--- config.mk ---
export PLATFORM = sky130hd
export DESIGN_NAME = pause_access_ctrl_flat
export DESIGN_NICKNAME = d
export VERILOG_FILES = /design/src/rtl/pause_access_ctrl_if.sv /design/src/rtl/pause_access_ctrl.sv /design/src/flat_wrapper.sv
export SDC_FILE = /design/constraint.sdc
export NUM_CORES = 1
export LEC_CHECK = 0
export ABC_CLOCK_PERIOD_IN_PS = 5250
export BUFFER_PORTS_ARGS = -buffer_cell sky130_fd_sc_hd__buf_2
export CAP_MARGIN = 30
export CORE_MARGIN = 4
export CORE_UTILIZATION = 45
export CTS_BUF_LIST = sky130_fd_sc_hd__clkbuf_2
export DETAILED_ROUTE_END_ITERATION = 12
export GPL_ROUTABILITY_DRIVEN = 1
export PLACE_DENSITY = 0.83
export SLEW_MARGIN = 10
export SYNTH_ARGS = -nofsm -noshare
export SYNTH_HDL_FRONTEND = slang
export SYNTH_SLANG_ARGS = --single-unit
--- constraint.sdc ---
create_clock -name clk_sys -period 5.25 [get_ports clk_sys]
set_input_delay 0.525 -clock clk_sys [delete_from_list [all_inputs] [get_ports clk_sys]]
set_output_delay 0.525 -clock clk_sys [all_outputs]
set_load 0.01 [all_outputs]
--- src/rtl/pause_access_ctrl_if.sv ---
// pause_access_ctrl_if: groups the pause/OSD controls, both work-RAM requesters
// and the muxed RAM port, with the status outputs of the controller.
`default_nettype none

interface pause_access_ctrl_if;
  logic        btn_pause;
  logic        osd_open;
  logic        osd_pause_en;
  logic        hs_req;
  logic [15:0] hs_addr;
  logic        hs_we;
  logic [7:0]  hs_din;
  logic [15:0] cpu_addr;
  logic        cpu_we;
  logic [7:0]  cpu_din;
  logic [15:0] ram_addr;
  logic        ram_we;
  logic [7:0]  ram_din;
  logic        hs_grant;
  logic        cpu_pause;
  logic        dim;

  modport slave (
    input  btn_pause, osd_open, osd_pause_en,
    input  hs_req, hs_addr, hs_we, hs_din,
    input  cpu_addr, cpu_we, cpu_din,
    output ram_addr, ram_we, ram_din,
    output hs_grant, cpu_pause, dim
  );

  modport master (
    output btn_pause, osd_open, osd_pause_en,
    output hs_req, hs_addr, hs_we, hs_din,
    output cpu_addr, cpu_we, cpu_din,
    input  ram_addr, ram_we, ram_din,
    input  hs_grant, cpu_pause, dim
  );
endinterface

`default_nettype wire

--- src/rtl/pause_access_ctrl.sv ---
// pause_access_ctrl: halts the game CPU for user/OSD pause or hiscore access,
// arbitrates the work-RAM port and dims video after a long pause.
`default_nettype none

module pause_access_ctrl #(
  parameter int          SETTLE     = 4,
  parameter logic [31:0] DIM_CYCLES = 32'h1C9C3800
) (
  input  logic                clk_sys,
  input  logic                reset,
  pause_access_ctrl_if.slave  bus
);

  typedef enum logic [1:0] {
    RUN     = 2'd0,
    DRAIN   = 2'd1,
    GRANT   = 2'd2,
    RELEASE = 2'd3
  } state_t;

  localparam logic [7:0] c_SETTLE_LD = 8'(SETTLE - 1);

  state_t      r_state;
  state_t      w_state_nxt;
  logic [7:0]  r_settle;
  logic [31:0] r_dim_cnt;
  logic        r_hs_grant;
  logic        r_cpu_pause;
  logic        r_user_pause;
  logic        r_btn_prev;
  logic        w_btn_edge;
  logic        w_user_pause_nxt;
  logic        w_hs_sel;

  assign w_btn_edge       = bus.btn_pause & ~r_btn_prev;
  assign w_user_pause_nxt = r_user_pause ^ w_btn_edge;

  always_comb begin
    w_state_nxt = r_state;
    case (r_state)
      RUN:     if (bus.hs_req) w_state_nxt = DRAIN;
      DRAIN:   if (!bus.hs_req) w_state_nxt = RUN;
               else if (r_settle == 8'd0) w_state_nxt = GRANT;
      GRANT:   if (!bus.hs_req) w_state_nxt = RELEASE;
      RELEASE: w_state_nxt = RUN;
      default: w_state_nxt = RUN;
    endcase
  end

  // Outputs are registered from the next state so cpu_pause rises on the
  // same edge that leaves RUN, and hs_grant on the edge that enters GRANT.
  always_ff @(posedge clk_sys) begin
    if (reset) begin
      r_state      <= RUN;
      r_settle     <= 8'd0;
      r_dim_cnt    <= 32'd0;
      r_hs_grant   <= 1'b0;
      r_cpu_pause  <= 1'b0;
      r_user_pause <= 1'b0;
      r_btn_prev   <= 1'b0;
    end else begin
      r_state      <= w_state_nxt;
      r_btn_prev   <= bus.btn_pause;
      r_user_pause <= w_user_pause_nxt;
      r_hs_grant   <= (w_state_nxt == GRANT);
      r_cpu_pause  <= w_user_pause_nxt | (bus.osd_open & bus.osd_pause_en)
                      | (w_state_nxt != RUN);

      if (r_state == RUN && bus.hs_req)
        r_settle <= c_SETTLE_LD;
      else if (r_state == DRAIN && r_settle != 8'd0)
        r_settle <= r_settle - 8'd1;

      if (!r_cpu_pause)
        r_dim_cnt <= 32'd0;
      else if (r_dim_cnt < DIM_CYCLES)
        r_dim_cnt <= r_dim_cnt + 32'd1;
    end
  end

  // Reset forces the port back to the CPU in the same cycle it is asserted.
  assign w_hs_sel      = r_hs_grant & ~reset;
  assign bus.ram_addr  = w_hs_sel ? bus.hs_addr : bus.cpu_addr;
  assign bus.ram_we    = w_hs_sel ? bus.hs_we   : bus.cpu_we;
  assign bus.ram_din   = w_hs_sel ? bus.hs_din  : bus.cpu_din;
  assign bus.hs_grant  = r_hs_grant;
  assign bus.cpu_pause = r_cpu_pause;
  assign bus.dim       = (r_dim_cnt >= DIM_CYCLES) & ~reset;

endmodule

`default_nettype wire

--- src/flat_wrapper.sv ---
// flat-port wrapper written by rule: the top's interface ports become plain ports
module pause_access_ctrl_flat 
#(
  parameter int          SETTLE     = 4,
  parameter logic [31:0] DIM_CYCLES = 32'h1C9C3800
)
  (clk_sys, reset, bus_btn_pause, bus_osd_open, bus_osd_pause_en, bus_hs_req, bus_hs_addr, bus_hs_we, bus_hs_din, bus_cpu_addr, bus_cpu_we, bus_cpu_din, bus_ram_addr, bus_ram_we, bus_ram_din, bus_hs_grant, bus_cpu_pause, bus_dim);
  pause_access_ctrl_if bus_i ();
  input  logic clk_sys;
  input  logic reset;
  input wire logic [$bits(bus_i.btn_pause)-1:0] bus_btn_pause;
  input wire logic [$bits(bus_i.osd_open)-1:0] bus_osd_open;
  input wire logic [$bits(bus_i.osd_pause_en)-1:0] bus_osd_pause_en;
  input wire logic [$bits(bus_i.hs_req)-1:0] bus_hs_req;
  input wire logic [$bits(bus_i.hs_addr)-1:0] bus_hs_addr;
  input wire logic [$bits(bus_i.hs_we)-1:0] bus_hs_we;
  input wire logic [$bits(bus_i.hs_din)-1:0] bus_hs_din;
  input wire logic [$bits(bus_i.cpu_addr)-1:0] bus_cpu_addr;
  input wire logic [$bits(bus_i.cpu_we)-1:0] bus_cpu_we;
  input wire logic [$bits(bus_i.cpu_din)-1:0] bus_cpu_din;
  output wire logic [$bits(bus_i.ram_addr)-1:0] bus_ram_addr;
  output wire logic [$bits(bus_i.ram_we)-1:0] bus_ram_we;
  output wire logic [$bits(bus_i.ram_din)-1:0] bus_ram_din;
  output wire logic [$bits(bus_i.hs_grant)-1:0] bus_hs_grant;
  output wire logic [$bits(bus_i.cpu_pause)-1:0] bus_cpu_pause;
  output wire logic [$bits(bus_i.dim)-1:0] bus_dim;
  assign bus_i.btn_pause = bus_btn_pause;
  assign bus_i.osd_open = bus_osd_open;
  assign bus_i.osd_pause_en = bus_osd_pause_en;
  assign bus_i.hs_req = bus_hs_req;
  assign bus_i.hs_addr = bus_hs_addr;
  assign bus_i.hs_we = bus_hs_we;
  assign bus_i.hs_din = bus_hs_din;
  assign bus_i.cpu_addr = bus_cpu_addr;
  assign bus_i.cpu_we = bus_cpu_we;
  assign bus_i.cpu_din = bus_cpu_din;
  assign bus_ram_addr = bus_i.ram_addr;
  assign bus_ram_we = bus_i.ram_we;
  assign bus_ram_din = bus_i.ram_din;
  assign bus_hs_grant = bus_i.hs_grant;
  assign bus_cpu_pause = bus_i.cpu_pause;
  assign bus_dim = bus_i.dim;
  pause_access_ctrl #(.SETTLE(SETTLE), .DIM_CYCLES(DIM_CYCLES)) u_core (.clk_sys(clk_sys), .reset(reset), .bus(bus_i));
endmodule
==> qor.yml, run 1 <==
status:
  outcome: "complete, no violations"
cts:
  cts_setup_buffers: 0
  cts_tree: "done"
  clock_path_buffers: 2
  clk_root_buffer_cell: "clkbuf_2"
  postCtsResizedCells: 0
  htree_levels: 2
  path_clk_slew_ps: 230
  holdBufCountCts: 0
  cts.sinks: 46
  insertion_delay_ps: 400
  cts_buffers: 5
synthesis:
  netlist_area_sq_mm: 0.00244
  ys_ff_latch: 46
  synth_edf_count: 0
  synth_nets: 344
  yosys_warnings: 0
  synthArstFlopShare_pct: 0
  syn_area_per_cell_sq_um: 8.61
  syn-instance-count: 284
  ys_seq_area_share_pct: 37.7
  yosysUniqueCellTypes: 37
  synthFlopType: "dfxtp_1"
worst_setup_path:
  critPathLaunchType: "flip-flop"
  critPathMaxFanout: 17
  r2r_start: "u_core.r_dim_cnt[21]"
  crit_start: "u_core.r_dim_cnt[21]"
  cp.required_ps: 4720
  path_class: "flip-flop to output pin"
  arrival_ps: 2090
  endpoint_kind: "output pin"
  r2r_cells: 6
floorplanning:
  die_h_microns: 81.7
  dieArea_sq_mm: 0.00668
  rows: 26
  pin_count: 84
  core_area_sq_mm: 0.00517
  start_util_pct: 47.3
  die_x_microns: 81.7
place:
  port_buffers: 83
  place_hpwl_microns: 4550
  gp_congestion: 0.798
global_routing:
  antenna_found_initial: 0
  grt_max_degree: 26
  grt_util_all_layers_pct: 17.0
  grt-ovfl-total: 0
  grt_pass1_wl_microns: 9130
  grt_pass1_vias: 2114
route:
  wl_microns: 5940
  avgViaCountPerCell: 5.40
  vias: 2350
  ant_nets: 0
  first_iter_violations: 111
  wire_per_inst_microns: 13.7
  drtPass1Iterations: 4
  drc: 0
power_and_ir_drop:
  power_density_mw_per_mm2: 222
  switching_share_pct: 25.8
  ir_drop_v: 0.000181
  seq_power_share_pct: 55.0
  intPower_uw: 495
  combPwrFrac_pct: 15.9
  p_sw_uw: 172
  p_leak_nw: 1.17
  power.share.clock_pct: 29.0
timing:
  slew_viol_final: 0
  relSlewSlack_pct: 51.1
  fmax_mhz: 383
  fin_skew_ps: 14.8
  tns_ps: 0
  fin_crit_sh_pct: 49.7
  period_needed_ps: 2610
  worst_slew_pin_slew_ps: 727
  hold_violations: 0
  setup_violations: 0
  rsz0062_at_grt: "no"
  holdWs_ps: 334
final_layout:
  seq_area_sq_um: 921
  drive_gt1_share_pct: 33.7
  multiInputGateArea_sq_mm: 0.00146
  syn_to_final_growth_pct: 22.7
  nets: 424
  antenna_cells: 0
  fillCellCount: 425
run:
  max-cap-violations: 0
hold_path:
  hp-start: "bus_btn_pause"
  hold_path_depth: 2
  hold_class: "primary input to flip-flop"
-- layer usage --
| metal | up-vias | GRT usage (%) | routed length [microns] |
|---|---|---|---|
| li1 | 1176 | - | - |
| met1 | 1098 | 22.6 | 2630 |
| met2 | 76 | 28.9 | 2980 |
| met3 | 0 | 3.40 | 335 |
| met4 | 0 | 2.82 | 0 |
| met5 | - | 0 | 0 |
-- through the flow --
| stage | setup slack, ps | cell area (sq um) | total power [mW] | util, % | cells |
|---|---|---|---|---|---|
| after floorplan | 3130 | 2440 | 0.434 | - | 284 |
| after global placement | 2580 | 2900 | 0.473 | 56.1 | 425 |
| after detailed placement | 2540 | 2920 | 0.479 | 56.4 | 426 |
| after CTS | 2530 | 2990 | 0.671 | 57.7 | 434 |
| final | 2640 | 3000 | 0.667 | 58.0 | 435 |
| after global routing | 2480 | 3000 | 0.697 | 58.0 | 435 |
-- cell families (layout without fill, tap and decap cells) --
group / count (synthesis) / count (layout) / synth area share [%]
multiplexers: 25 / 25 / 11.5
flip-flops: 46 / 46 / 37.7
buffers and inverters: 18 / 99 / 2.76
XOR/XNOR: 22 / 22 / 7.88
AND/OR/NAND/NOR: 116 / 116 / 24.1
AO/OA/AOI/OAI: 53 / 53 / 14.1
adder cells (fa/ha/maj): 4 / 4 / 2.05
-- cell usage after synthesis, drive strengths merged (7+ instances only) --
library cell | n | share of area, %
nand3 | 9 | 1.8
nor3 | 7 | 1.4
nor2 | 33 | 5.2
a21oi | 17 | 3.9
clkbuf | 10 | 1.5
and2 | 9 | 2.3
dfxtp | 46 | 38
o21ai | 14 | 2.9
mux2 | 25 | 12
or3 | 9 | 2.3
o211ai | 7 | 2.1
xor2 | 16 | 5.7
nand2 | 19 | 2.9
-- worst max-delay path, cell delays in order, from the launching register on --
cell,delay [ps]
dfxtp_1,490
nor2_1,70
o311a_1,320
a21oi_4,410
or2_2,220
nor2_1,40
buf_2,140
-- power groups by stage --
stage | combinational [mW] | sequential, mW | clock (mW)
floorplan | 0.0617 | 0.372 | 0
global placement | 0.100 | 0.373 | 0
detailed placement | 0.105 | 0.373 | 0
CTS | 0.106 | 0.367 | 0.198
global route | 0.119 | 0.369 | 0.210
finish | 0.106 | 0.367 | 0.194
-- registers in the layout (all words and copies together) (netlist names) --
signal                cells
u_core.bus.hs_grant       1
u_core.r_settle           8
u_core.r_dim_cnt         32
u_core.r_state            2
u_core.r_btn_prev         1
u_core.r_user_pause       1
u_core.bus.cpu_pause      1
-- layout make-up --
type                    instances  area share [%]
multi-input cells             220            48.5
flip-flops and latches         46            30.7
repair buffers                 85            14.8
well taps                      70            2.92
clock inverters                 2            1.25
clock buffers                   6            1.00
inverters                       6           0.751
-- cells in the final DEF, fill, tap and decap left out, types with 3 or more instances in the layout --
cell type	netlist	final
o31ai_1	3	3
ha_1	4	4
xor2_1	16	16
nand2_1	19	19
o211ai_1	7	7
dfxtp_1	46	46
nor2_1	32	32
or4_1	3	3
and2_1	8	8
nor4_1	5	5
nand4_1	6	6
xnor2_1	6	6
or3_1	9	9
a211oi_1	3	3
nor3_1	7	7
and3_1	5	5
nor2b_1	4	4
o21ai_0	13	13
clkbuf_2	0	6
inv_1	6	6
buf_2	0	83
o2111ai_1	4	4
a21oi_1	16	16
nand3_1	9	9
mux2_2	25	25
-- path summary, 6_finish.rpt --
check,to,slack (ps)
max reg2reg,u_core.r_dim_cnt[22],3010
min,u_core.r_btn_prev,330
min reg2reg,u_core.r_dim_cnt[30],490
max,bus_dim,2640
Power figures use the tool's default switching activity.
==> inputs of run 2 (changes only) <==
ABC_CLOCK_PERIOD_IN_PS = 2700   (was 5250)
clock period = 2.7 ns   (was 5.25 ns; I/O delays follow)
==> run 2 against run 1 <==
Net effect:
- setup slack got worse by 2300 ps
- clock-buffer cell count down 1
- non-clock buffer count up 2
- via count shrank 0.81%
- routed wire length shrank 0.79%
- clock power grew 45%
- critical path depth is the same
- total power rose by 80%
- core utilization is 0.51 points lower
- clock skew fell by 8.2 ps
- sequential power up 95%
- combinational power up 96%
- largest cell class unchanged
==> qor.yml, run 2 (same netlist as run 1, synthesis figures left out) <==
floorplanning:
  start_util_pct: 47.3
  rows: 26
  dieArea_sq_mm: 0.00668
  die_x_microns: 81.7
  pin_count: 84
  core_area_sq_mm: 0.00517
  die_h_microns: 81.7
timing:
  setup_violations: 0
  rsz0062_at_grt: "no"
  worst_slew_pin_slew_ps: 537
  period_needed_ps: 2380
  fin_crit_sh_pct: 88.3
  fin_skew_ps: 6.64
  slew_viol_final: 0
  fmax_mhz: 419
  hold_violations: 0
  tns_ps: 0
  layout_setup_ws_ps: 316
  relSlewSlack_pct: 64.2
power_and_ir_drop:
  power_density_mw_per_mm2: 404
  intPower_uw: 862
  seq_power_share_pct: 59.3
  ir_drop_v: 0.000344
  power.share.clock_pct: 23.4
  p_leak_nw: 1.16
  combPwrFrac_pct: 17.3
  p_sw_uw: 341
  switching_share_pct: 28.4
worst_setup_path:
  cp_num_buf_inv: 1
  r2r_cells: 6
  cp.required_ps: 2430
  cpPeakStageDelay_ps: 500
  path_class: "flip-flop to output pin"
  r2r_start: "u_core.r_dim_cnt[21]"
  cp_top_family: "compound AO/OA/AOI/OAI gates"
  timing.rr.end: "u_core.r_dim_cnt[24]"
  arrival_ps: 2110
  crit_slowest_cell: "dfxtp_1"
  endpoint_kind: "output pin"
  critPathMaxFanout: 17
  path_cells: "nor2_1 -> o311a_1 -> a21oi_4 -> or2_2 -> nor2_1 -> buf_2"
  crit_path_frequent_cell: "nor2_1"
  critPathLaunchType: "flip-flop"
  r2r_setup_slack_ps: 470
final_layout:
  drive_gt1_share_pct: 33.8
  fin_util_pct: 57.5
  fillCellCount: 461
  antenna_cells: 0
  final_common_cell: "buf_2"
  nets: 426
  syn_to_final_growth_pct: 21.6
  largest-register: "u_core.r_dim_cnt"
  largest_register_ffs: 32
  layout_common_cells: "buf_2, dfxtp_1, nor2_1"
  reg.largest.list: "u_core.r_dim_cnt x32, u_core.r_settle x8, u_core.r_state x2"
cts:
  holdBufCountCts: 0
  htree_levels: 2
  clock_path_buffers: 2
  cts_setup_buffers: 0
  clk_root_buffer_cell: "clkbuf_2"
  postCtsResizedCells: 0
  cts.sinks: 46
  path_clk_slew_ps: 230
  cts_tree: "done"
  cts_buffers: 5
  insertion_delay_ps: 410
route:
  drc: 0
  drtPass1Iterations: 4
  ant_nets: 0
  avgViaCountPerCell: 5.33
  wl_microns: 5890
  wire_per_inst_microns: 13.5
  first_iter_violations: 153
  vias: 2331
global_routing:
  antenna_found_initial: 0
  grt_pass1_wl_microns: 9130
  grt-ovfl-total: 0
  grt_max_degree: 26
  grt_util_all_layers_pct: 17.0
  grt_pass1_vias: 2095
hold_path:
  hold_path_depth: 3
  hp-start: "bus_hs_req"
  hold_class: "primary input to flip-flop"
  hold_end: "u_core.bus.hs_grant"
place:
  place_hpwl_microns: 4600
  gp_congestion: 0.792
  port_buffers: 83
  post-place-ws_ps: 559
status:
  outcome: "complete, no violations"
run:
  max-cap-violations: 0
[run 2: changes by cell type in the layout (fill, tap and decap cells not counted), sizes merged]
cell,before,now
bufinv,1,0
clkinv,0,2
clkbuf,6,5
buf,85,87
[run 2: metal layers]
metal	GRT usage (%)	share of wire, %
met2	27.4	49
met5	0	0
met3	4.50	4.3
met1	23.0	46
met4	3.49	0.61
[run 2: metrics by stage]
step | cell area (sq um) | std cells | hold slack, ps | total power [mW]
after CTS | 2970 | 437 | 43.7 | 1.21
after global placement | 2930 | 429 | 443 | 0.925
final | 2970 | 437 | 62.8 | 1.20
after detailed placement | 2930 | 429 | 447 | 0.933
after global routing | 2970 | 437 | 36.0 | 1.27
after floorplan | 2440 | 284 | 388 | 0.844
[run 2: cell type report]
class,count,area [sq um],area share (%)
well taps,70,87.6,2.94
multi-input cells,220,1460,49.0
flip-flops and latches,46,921,31.0
repair buffers,87,445,15.0
clock buffers,5,25.0,0.841
inverters,6,22.5,0.757
clock inverters,3,16.3,0.547
[run 2: power groups by stage]
stage	sequential (mW)	combinational [mW]	clock, mW
3_3_place_gp	0.726	0.199	0
4_1_cts	0.713	0.208	0.290
3_5_place_dp	0.726	0.207	0
6_report	0.714	0.208	0.281
2_1_floorplan	0.724	0.120	0
5_1_grt	0.717	0.231	0.319
[run 2: worst max path at each step]
| stage | to | cells after the start | from |
|---|---|---|---|
| after floorplan | bus_dim | 6 | u_core.r_dim_cnt[19] |
| after global placement | u_core.r_dim_cnt[17] | 6 | u_core.r_dim_cnt[21] |
| after detailed placement | u_core.r_dim_cnt[24] | 6 | u_core.r_dim_cnt[21] |
| after CTS | bus_dim | 6 | u_core.r_dim_cnt[21] |
| after global routing | bus_dim | 6 | u_core.r_dim_cnt[21] |
| final | bus_dim | 6 | u_core.r_dim_cnt[21] |
[run 2: worst register-to-register path, cell delays in order, from the launching register on]
cell,delay (ps)
dfxtp_1,500
nor2_1,80
o311a_1,320
a21oi_4,400
o211ai_1,310
or3_1,420
a21oi_1,140
